[src/rtl/cpu_types_pkg.sv]
// Shared CPU/memory types for the RAM bus arbiter and its round-robin picker.
package cpu_types_pkg;

    localparam int WORD_W = 32;

    typedef logic [WORD_W-1:0] word_t;

    typedef enum logic [1:0] {
        FREE   = 2'd0,
        BUSY   = 2'd1,
        ACCESS = 2'd2,
        ERROR  = 2'd3
    } ramstate_t;

    typedef enum logic {
        IDLE  = 1'b0,
        SERVE = 1'b1
    } arb_state_t;

    // Low bit of a requester index selects the cache side of the CPU.
    localparam int ARB_REQ_D = 0;
    localparam int ARB_REQ_I = 1;

    function automatic int rr_next(input int idx, input int n);
        return (idx + 1 >= n) ? 0 : idx + 1;
    endfunction

endpackage

[src/rtl/bus_arbiter_rr_pick.sv]
// Combinational round-robin picker: first set request at or after ptr, wrapping modulo N.
module rr_pick #(
    parameter int N  = 4,
    parameter int PW = $clog2(N)
) (
    input  logic [N-1:0]  req,
    input  logic [PW-1:0] ptr,
    output logic          valid,
    output logic [PW-1:0] idx
);

    logic [PW-1:0] cand;

    always_comb begin
        valid = 1'b0;
        idx   = '0;
        cand  = '0;
        // Walk from the farthest candidate back to ptr so the nearest one wins.
        for (int k = N - 1; k >= 0; k--) begin
            cand = PW'((int'(ptr) + k) % N);
            if (req[cand]) begin
                valid = 1'b1;
                idx   = cand;
            end
        end
    end

endmodule

[src/rtl/bus_arbiter.sv]
// Round-robin arbiter sharing one RAM port among the data and instruction caches of CPUS CPUs.
// Define BUS_ARBITER_PERF_EN to build the per-requester completed-grant counters.
module bus_arbiter
    import cpu_types_pkg::*;
#(
    parameter int CPUS = 2
) (
    input  logic                    CLK,
    input  logic                    nRST,
    input  logic [CPUS-1:0]         iREN,
    input  logic [CPUS-1:0]         dREN,
    input  logic [CPUS-1:0]         dWEN,
    input  word_t [CPUS-1:0]        iaddr,
    input  word_t [CPUS-1:0]        daddr,
    input  word_t [CPUS-1:0]        dstore,
    output logic [CPUS-1:0]         iwait,
    output logic [CPUS-1:0]         dwait,
    output word_t [CPUS-1:0]        iload,
    output word_t [CPUS-1:0]        dload,
    output logic                    ramREN,
    output logic                    ramWEN,
    output word_t                   ramaddr,
    output word_t                   ramstore,
    input  word_t                   ramload,
    input  ramstate_t               ramstate,
    output logic [2*CPUS-1:0][31:0] grant_cnt
);

    localparam int N  = 2 * CPUS;
    localparam int PW = $clog2(N);
    localparam int CW = (CPUS > 1) ? $clog2(CPUS) : 1;

    arb_state_t    state_q, state_d;
    logic [PW-1:0] gnt_q, gnt_d;
    logic [PW-1:0] ptr_q, ptr_d;

    logic [N-1:0]  req;
    logic          pick_valid;
    logic [PW-1:0] pick_idx;
    logic [CW-1:0] gnt_cpu;
    logic          gnt_is_instr;

    for (genvar c = 0; c < CPUS; c++) begin : g_req
        assign req[2*c + ARB_REQ_D] = dREN[c] | dWEN[c];
        assign req[2*c + ARB_REQ_I] = iREN[c];
        assign iload[c] = ramload;
        assign dload[c] = ramload;
    end

    assign gnt_cpu      = CW'(gnt_q >> 1);
    assign gnt_is_instr = (gnt_q[0] == 1'(ARB_REQ_I));

    rr_pick #(
        .N  (N),
        .PW (PW)
    ) u_pick (
        .req   (req),
        .ptr   (ptr_q),
        .valid (pick_valid),
        .idx   (pick_idx)
    );

    always_comb begin
        state_d  = state_q;
        gnt_d    = gnt_q;
        ptr_d    = ptr_q;
        ramREN   = 1'b0;
        ramWEN   = 1'b0;
        ramaddr  = '0;
        ramstore = '0;
        iwait    = '1;
        dwait    = '1;
        case (state_q)
            IDLE: begin
                if (pick_valid) begin
                    state_d = SERVE;
                    gnt_d   = pick_idx;
                end
            end
            SERVE: begin
                // A withdrawn request abandons the grant without touching RAM or the pointer.
                if (!req[gnt_q]) begin
                    state_d = IDLE;
                end else begin
                    if (gnt_is_instr) begin
                        ramaddr = iaddr[gnt_cpu];
                    end else begin
                        ramaddr  = daddr[gnt_cpu];
                        ramstore = dstore[gnt_cpu];
                        ramWEN   = dWEN[gnt_cpu];
                    end
                    ramREN = ~ramWEN;
                    if (ramstate == ACCESS) begin
                        state_d = IDLE;
                        ptr_d   = PW'(rr_next(int'(gnt_q), N));
                        if (gnt_is_instr) begin
                            iwait[gnt_cpu] = 1'b0;
                        end else begin
                            dwait[gnt_cpu] = 1'b0;
                        end
                    end
                end
            end
            default: state_d = IDLE;
        endcase
    end

    always_ff @(posedge CLK or negedge nRST) begin
        if (!nRST) begin
            state_q <= IDLE;
            gnt_q   <= '0;
            ptr_q   <= '0;
        end else begin
            state_q <= state_d;
            gnt_q   <= gnt_d;
            ptr_q   <= ptr_d;
        end
    end

`ifdef BUS_ARBITER_PERF_EN
    logic [N-1:0][31:0] cnt_q, cnt_d;
    logic               done;

    always_comb begin
        done  = (state_q == SERVE) && req[gnt_q] && (ramstate == ACCESS);
        cnt_d = cnt_q;
        if (done) begin
            cnt_d[gnt_q] = cnt_q[gnt_q] + 32'd1;
        end
    end

    always_ff @(posedge CLK or negedge nRST) begin
        if (!nRST) begin
            cnt_q <= '0;
        end else begin
            cnt_q <= cnt_d;
        end
    end

    assign grant_cnt = cnt_q;
`else
    assign grant_cnt = '0;
`endif

endmodule

[config.mk]
export PLATFORM = sky130hd
export DESIGN_NAME = bus_arbiter
export DESIGN_NICKNAME = d
export VERILOG_FILES = /design/src/rtl/cpu_types_pkg.sv /design/src/rtl/bus_arbiter_rr_pick.sv /design/src/rtl/bus_arbiter.sv
export SDC_FILE = /design/constraint.sdc
export NUM_CORES = 1
export LEC_CHECK = 0
export CAP_MARGIN = 10
export CORE_AREA = 5 5 213 215
export DETAILED_ROUTE_END_ITERATION = 8
export DIE_AREA = 0 0 218 220
export PLACE_DENSITY_LB_ADDON = 0.2
export SYNTH_ARGS = -nofsm -noshare
export SYNTH_HDL_FRONTEND = slang
export SYNTH_SLANG_ARGS = --single-unit
[constraint.sdc]
create_clock -name CLK -period 1.8 [get_ports CLK]
set_clock_uncertainty 0.15 [all_clocks]
set_input_delay 0.27 -clock CLK [delete_from_list [all_inputs] [get_ports CLK]]
set_output_delay 0.27 -clock CLK [all_outputs]
set_load 0.03 [all_outputs]
==> results.cfg, run 1 <==
[worst_setup_path]
cp-end-kind = primary output
reg2regPathDepth = 6
cp.arrival_ps = 1910
cpPeakStageDelay_ps = 420
cp-start-kind = flop
crit_chain = buf_6 -> nor2b_4 -> a211oi_4 -> nor2_4 -> buf_12 -> buf_12 -> buf_6 -> nor2b_1 -> buf_4
critPathKind = reg2out
required_ps = 1380
critical_path.slowest_cell = dfrtp_2
cp_max_fo = 8
crit_family = buffers and inverters
crit_cells = 9
cp_num_buf_inv = 5

[global_route]
grt_pass1_wl_um = 24200
grt_max_degree = 31
grt_overflow_total = 0
antenna_found_initial = 1
grt_pass1_vias = 3629
track_usage_pct = 6.73

[finish]
n_fill_cell = 4948
nNetsFinal = 898
regArea_um2 = 130
syn_to_final_growth_pct = 99.4
drive_gt1_share_pct = 43.4
multi_input_area_mm2 = 0.00291
final_core_util_pct = 17.6
diodes = 0

[yosys]
yosys.area.top_type = buf_4
ys_warn_count = 0
ys_ff_latch = 5
ys_types = 31
yosys-top-cells-area = buf_4 (51%), mux4_2 (19%), mux2i_1 (8.6%)
netlist_instances = 453
syn_area_mm2 = 0.00385
yosysSeqAreaShare_pct = 3.25
syn_area_per_cell_um2 = 8.49
synth_top_area_share_pct = 50.7

[sta]
min_period_ps = 2330
setup_slack_ps = -529
grt_setup_unrepaired = true
fin_crit_sh_pct = 129
tns_ps = -28410
max_freq_ghz = 0.429
timing_max_transition_violations_final = 0
hold_viol = 0
setup-violations-final = 72

[clock_network]
clk_path_buf_depth = 2
cts_buffers = 3
clock_latency_ps = 230
cts_root_buf = clkbuf_16
clk_pin_slew_ps = 30
cts_tree = done
cts.htree.levels = 1
clock-sinks = 5

[power_and_ir_drop]
power_frac_comb_pct = 94.4
power_w = 0.0112
power.leakage_nw = 3.03
p_sw_w = 0.00516
vdd_drop_max_v = 0.000643
powerDensity_mw_per_mm2 = 1460
seqPwrFrac_pct = 2.4
switching_share_pct = 46.0
p_int_w = 0.00605
p_clk_share_pct = 3.3

[route]
drc = 0
vias = 3479
antenna_left = 0
routed_via_density = 2.78
initialDrtViolationCount = 73
first_pass_iters = 4
detail_route.wl_per_cell_um = 14.4
drt-total-wl_um = 18000

[floorplan]
die-area_mm2 = 0.0480
core_mm2 = 0.0435
die_w_um = 218
ios = 560
fp-row-count = 77
die_y_um = 220
start_util_pct = 8.84

[placement]
routabilityCongestion = 0.694
place_hpwl_um = 14600
io_buffers = 271

[run]
maxCapViolCount = 0

[min_path]
hp-class = in2async

[outcome]
violations = setup timing
status = complete, but fails checks
==> worst paths after layout <==
kind / to / start / slack [ps]
worst max-delay path: ramaddr[31] / gnt_q[0] / -530
worst max register to register: ptr_q[1] / gnt_q[0] / -120
max in group asynchronous: gnt_q[1] / nRST / 1140
worst min-delay path: state_q / nRST / 130
worst min register to register: ptr_q[0] / ptr_q[0] / 440
min in group CLK: dload[37] / ramload[5] / 390
==> Yosys cell counts, drive strengths merged <==
cell type	number
o2111a	1
or3	1
o21ai	3
mux2	3
o211ai	4
conb	1
nor3b	1
dfrtp	5
a31oi	1
a211oi	2
clkbuf	3
nor2	39
inv	2
ha	4
mux2i	33
a21oi	2
nand3	1
o21bai	2
o21ba	1
nand2	1
mux4	32
o221ai	1
buf	271
nor3	5
nor2b	34
==> sequential cells by signal, summed over array words and instances (netlist names) <==
register,count
state_q,1
ptr_q,2
gnt_q,2
==> worst register-to-register path, stage by stage, from the launching register on <==
cell and delay [ps]:
dfrtp_2 420, or3_4 330, o2111a_2 160, buf_6 140
buf_6 110, o21ai_4 170, mux2_4 310
==> area by class of cell <==
class | count | area share (%)
tap | 592 | 9.66
clock buffer | 4 | 1.03
sequential | 5 | 1.70
inverter | 2 | 0.0979
timing repair buffer | 349 | 49.5
multi-input combinational | 299 | 38.0
==> placed cells by master (no fill, tap or decap), types with 4 or more instances in the layout <==
master           synthesis  layout
buf_12                   0      19
buf_16                   0       7
buf_4                  260      46
buf_6                    0      71
buf_8                    0       5
clkdlybuf4s50_1          0     197
conb_1                   1     128
dlygate4sd2_1            0       4
ha_1                     4       4
mux2i_1                 33      11
mux2i_2                  0       9
mux2i_4                  0      13
mux4_2                  32      32
nor2_1                  38       4
nor2_4                   1      35
nor2b_4                  0      30
o211ai_1                 4       4
==> routing by layer <==
metal | part of all wire, % | track usage [%] | up-vias
met3 | 13 | 2.87 | 51
met1 | 35 | 7.28 | 1603
met2 | 48 | 11.4 | 282
li1 | - | - | 1543
met5 | 0 | 0 | -
met4 | 3.8 | 3.24 | 0
==> through the flow <==
step,cells,setup WS (ps),hold WS (ps),instance area (µm²)
after floorplan,580,-145,-176,4790
after global placement,1208,-1030,384,6500
after detailed placement,1208,-1060,383,6500
after CTS,1240,-633,143,7520
after global routing,1251,-592,162,7670
final,1251,-529,131,7670
==> power by group through the flow <==
stage	Clock, W	Combinational (W)	Sequential, W
6_report	0.000367	0.0106	0.000265
3_3_place_gp	0	0.00805	0.000267
2_1_floorplan	0	0.00596	0.000217
5_1_grt	0.000380	0.0112	0.000280
4_1_cts	0.000371	0.0106	0.000268
3_5_place_dp	0	0.00800	0.000263
==> cells by family (layout without fill, tap and decap cells) <==
family                     after synthesis  after routing  share of synthesized area (%)
adders and majority gates                4              4                           1.30
buffers and inverters                  276            355                           52.7
DFF                                      5              5                           3.25
muxes                                   68             68                           28.2
and+or+nand+nor                         82             82                           10.9
AOI/OAI and AO/OA                       17             17                           3.61
other                                    1            128                         0.0975
==> what timing repair did <==
action                                  4_1_cts  5_1_grt
endpoints found under the setup margin       73       73
hold buffers                                  0        0
resized for setup                           285       45
cloned                                        8        0
pin swaps                                    15       14
buffers inserted                             24       22
No activity file was read; power rests on OpenSTA's default activity.
==> inputs of run 2 (changes only) <==
Settings changed: CTS_BUF_LIST set to sky130_fd_sc_hd__clkbuf_4 sky130_fd_sc_hd__clkbuf_8 sky130_fd_sc_hd__clkbuf_16, MAX_ROUTING_LAYER set to met4, TNS_END_PERCENT set to 20.
==> results.cfg, run 2 (synthesized netlist as in run 1, its figures left out) <==
[outcome]
status = complete, but fails checks
violations = setup timing

[worst_setup_path]
cp-start-kind = flop
cp-end-kind = primary output
crit_chain = or3_4 -> o2111a_2 -> nor2_4 -> buf_12 -> buf_12 -> nor2b_1 -> buf_4
critical_path.slowest_cell = dfrtp_2
critPathKind = reg2out
crit_family = simple AND/OR/NAND/NOR gates
cpPeakStageDelay_ps = 430
cp_max_fo = 6
cp.arrival_ps = 1900
cp_num_buf_inv = 3
required_ps = 1380
cpMostUsedCell = buf_12
reg2reg_slack_ps = -90

[route]
first_pass_iters = 4
detail_route.wl_per_cell_um = 14.5
antenna_left = 0
vias = 3199
drc = 0
drt-total-wl_um = 17700
routed_via_density = 2.62
initialDrtViolationCount = 80

[floorplan]
die-area_mm2 = 0.0480
fp-row-count = 77
ios = 560
start_util_pct = 8.84
core_mm2 = 0.0435
die_w_um = 218
die_y_um = 220

[clock_network]
clk_path_buf_depth = 2
clock_latency_ps = 220
clock-sinks = 5
cts_tree = done
clk_pin_slew_ps = 30
cts.htree.levels = 1
hold_buffers = 0
cts_root_buf = clkbuf_16
cts_buffers = 3

[min_path]
hp-class = in2async

[finish]
reg.largest.list = gnt_q x2, ptr_q x2, state_q x1
final_core_util_pct = 16.0
drive_gt1_share_pct = 37.3
layout_commonest_cell = clkdlybuf4s50_1
nNetsFinal = 867
layout_common_cells = clkdlybuf4s50_1 (197), conb_1 (128), buf_4 (60)
syn_to_final_growth_pct = 81.1

[sta]
min_period_ps = 2320
hold_viol = 0
grt_setup_unrepaired = true
timing_max_transition_violations_final = 0
setup-violations-final = 72
setup_slack_ps = -516
max_freq_ghz = 0.432
fin_crit_sh_pct = 129

[global_route]
antenna_found_initial = 1
grt_overflow_total = 0
grt_pass1_vias = 3289
grt_pass1_wl_um = 23100
track_usage_pct = 6.68
grt_max_degree = 23

[placement]
routabilityCongestion = 0.694
place_hpwl_um = 15500
pre_cts_ws_ps = -677
io_buffers = 271

[power_and_ir_drop]
power.leakage_nw = 2.76
power_w = 0.00973
vdd_drop_max_v = 0.000478
powerDensity_mw_per_mm2 = 1400

[run]
maxCapViolCount = 0
-- run 2: cell types whose count changed in the layout (fill, tap and decap cells not counted), sizes merged --
cell	delta
diode	+1
buf	-31
-- run 2: through the flow --
stage	instances	hold slack (ps)	TNS [ps]	cell area, µm²
floorplan	580	-176	-7550	4780
global placement	1214	373	-43700	6670
detailed placement	1214	367	-43580	6670
CTS	1221	130	-30390	6960
global route	1221	150	-34500	6970
finish	1221	119	-28580	6970
-- run 2: layout make-up --
cell class | instances | area (µm²)
Antenna cell | 1 | 2.50
Clock buffer | 4 | 82.6
Fill cell | 4904 | 36600
Inverter | 2 | 10.0
Multi-Input combinational cell | 299 | 2670
Sequential cell | 5 | 130
Tap cell | 592 | 741
Timing Repair Buffer | 318 | 3330
-- run 2: repair_timing --
item	CTS	global route
buffers inserted	3	0
gates cloned	1	0
pin swaps	8	1
setup endpoints to repair	74	72
resized for setup	43	10
-- run 2: final timing paths --
path | from | end | depth (start not counted)
worst max-delay path | gnt_q[0] | ramaddr[2] | 7
worst min-delay path | nRST | ptr_q[0] | 1
worst max register to register | gnt_q[0] | ptr_q[0] | 5
worst min register to register | ptr_q[0] | ptr_q[0] | 1
max in group asynchronous | nRST | gnt_q[1] | 1
min in group CLK | ramload[22] | dload[54] | 0
-- run 2: power breakdown --
| group | switching, W | internal (W) |
|---|---|---|
| clock | 0.0000675 | 0.000308 |
| combinational | 0.00463 | 0.00445 |
| sequential | 0.0000831 | 0.000178 |
| total | 0.00478 | 0.00494 |
-- run 2: metal layers --
| metal | vias up | wire (µm) | track usage (%) |
|---|---|---|---|
| li1 | 1481 | - | - |
| met1 | 1466 | 5920 | 6.92 |
| met2 | 190 | 9660 | 12.3 |
| met3 | 62 | 1530 | 1.66 |
| met4 | 0 | 593 | 2.39 |
| met5 | - | 0 | - |
==> inputs of run 3 (changes only) <==
Settings changed: GPL_TIMING_DRIVEN set to 0.
==> results.cfg, run 3 (synthesized netlist as in run 1, its figures left out) <==
[worst_setup_path]
cp-startpoint = gnt_q[0]
r2r_end = ptr_q[0]
critPathKind = reg2out
rr_startpoint = gnt_q[0]
cp_max_fo = 6
reg2reg_slack_ps = -160
cp-start-kind = flop
cp-end-kind = primary output
reg2regPathDepth = 6
cp.arrival_ps = 1870
required_ps = 1380

[clock_network]
clock_latency_ps = 230
cts.htree.levels = 1
clk_pin_slew_ps = 30
cts_root_buf = clkbuf_16
cts_tree = done
cts_buffers = 3
clk_path_buf_depth = 2
clock-sinks = 5

[floorplan]
ios = 560
start_util_pct = 8.84
core_mm2 = 0.0435
fp-row-count = 77
die_y_um = 220
die-area_mm2 = 0.0480
die_w_um = 218

[outcome]
violations = setup timing
status = complete, but fails checks

[route]
drt-total-wl_um = 23100
vias = 4517
drc = 0
routed_via_density = 2.82
detail_route.wl_per_cell_um = 14.4
antenna_left = 0
first_pass_iters = 4
initialDrtViolationCount = 83

[power_and_ir_drop]
power.leakage_nw = 4.63
powerDensity_mw_per_mm2 = 1100
vdd_drop_max_v = 0.000350

[global_route]
top_usage_layer = met2
grt_max_degree = 11
track_usage_pct = 8.72
use_met2_pct = 17.1
grt_pass1_vias = 4590
grt_use_met1_pct = 9.43
grt_overflow_total = 0
use_met3_pct = 1.77
antenna_found_initial = 3
grt_pass1_wl_um = 30700

[placement]
place_hpwl_um = 20300
io_buffers = 399
placed_area_mm2 = 0.00952
routabilityCongestion = 0.740

[finish]
reg.largest.list = gnt_q x2, ptr_q x2, state_q x1
syn_to_final_growth_pct = 168
layout_commonest_cell = clkdlybuf4s50_1
nNetsFinal = 1248
drive_gt1_share_pct = 48.7
layout_common_cells = clkdlybuf4s50_1 (323), buf_4 (283), conb_1 (128)
n_fill_cell = 4785
finalInstanceArea_mm2 = 0.0103

[sta]
max_freq_ghz = 0.438
setup_slack_ps = -485
timing_max_transition_violations_final = 0
fin_crit_sh_pct = 127
fin_hold_ws_ps = 122
min_period_ps = 2290
maxSlewHeadroom_pct = 66.5
setup-violations-final = 72
hold_viol = 0
grt_setup_unrepaired = true
worstMarginPinSlew_ps = 502

[min_path]
hp-class = in2async

[run]
maxCapViolCount = 0
-- run 3: changes by cell type in the layout (fill, tap and decap cells not counted), moves of 3 or more --
| cell | before | now |
|---|---|---|
| mux2i_2 | 7 | 4 |
| clkdlybuf4s50_1 | 197 | 323 |
| buf_6 | 28 | 66 |
| buf_12 | 25 | 8 |
| buf_16 | 0 | 9 |
| buf_4 | 60 | 283 |
| buf_8 | 4 | 0 |
-- run 3: cell type report --
class | count | area [µm²] | share of cell area (%)
antenna | 1 | 2.50 | 0.0243
buffer | 274 | 2220 | 21.6
clock buffer | 4 | 82.6 | 0.801
inverter | 2 | 12.5 | 0.121
multi-input combinational | 299 | 2700 | 26.2
sequential | 5 | 125 | 1.21
tap | 592 | 741 | 7.18
timing repair buffer | 425 | 4420 | 42.9
-- run 3: worst max path at each step --
stage,endpoint,slack (ps),depth (start not counted)
floorplan,ramaddr[0],-150,4
global placement,ramaddr[7],-1530,7
detailed placement,ramaddr[6],-1520,7
CTS,ramaddr[0],-510,5
global route,dwait[0],-540,5
finish,ramaddr[16],-490,7
-- run 3: per-stage QoR --
| stage | util, % | power (W) | instances | setup WS, ps | TNS, ps |
|---|---|---|---|---|---|
| finish | 23.7 | 0.0114 | 1602 | -485 | -27210 |
| CTS | 23.5 | 0.0114 | 1599 | -515 | -28230 |
| global route | 23.7 | 0.0120 | 1602 | -545 | -33630 |
| floorplan | - | 0.00620 | 580 | -145 | -7550 |
| detailed placement | 21.9 | 0.00913 | 1571 | -1520 | -98270 |
| global placement | 21.9 | 0.00916 | 1571 | -1530 | -99150 |
-- run 3: metal layers --
metal / routed length [µm] / part of all wire [%]
met1: 8270 / 36
met2: 13100 / 57
met3: 1620 / 7.0
met4: 139 / 0.60
met5: 0 / 0
-- run 3: what timing repair did --
item / CTS / global route
gates resized for setup: 550 / 16
hold buffers: 0 / 0
gates cloned: 6 / 1
buffers inserted: 19 / 1
setup endpoints to repair: 75 / 72
pin swaps: 30 / 12
-- run 3: critical path, cell delays in order, from the launching register on --
cell       delay (ps)
dfrtp_1           410
or3_1             320
o2111a_2          200
nor2_4            170
buf_12            180
clkbuf_16         180
nor2b_4            40
buf_6             130
-- run 3: power by group --
group | switching [W] | total (W) | internal [W] | leakage, nW
clock network | 0.0000814 | 0.000391 | 0.000309 | 0.0416
logic | 0.00532 | 0.0107 | 0.00542 | 4.53
registers | 0.0000706 | 0.000240 | 0.000169 | 0.0598
total | 0.00547 | 0.0114 | 0.00590 | 4.63
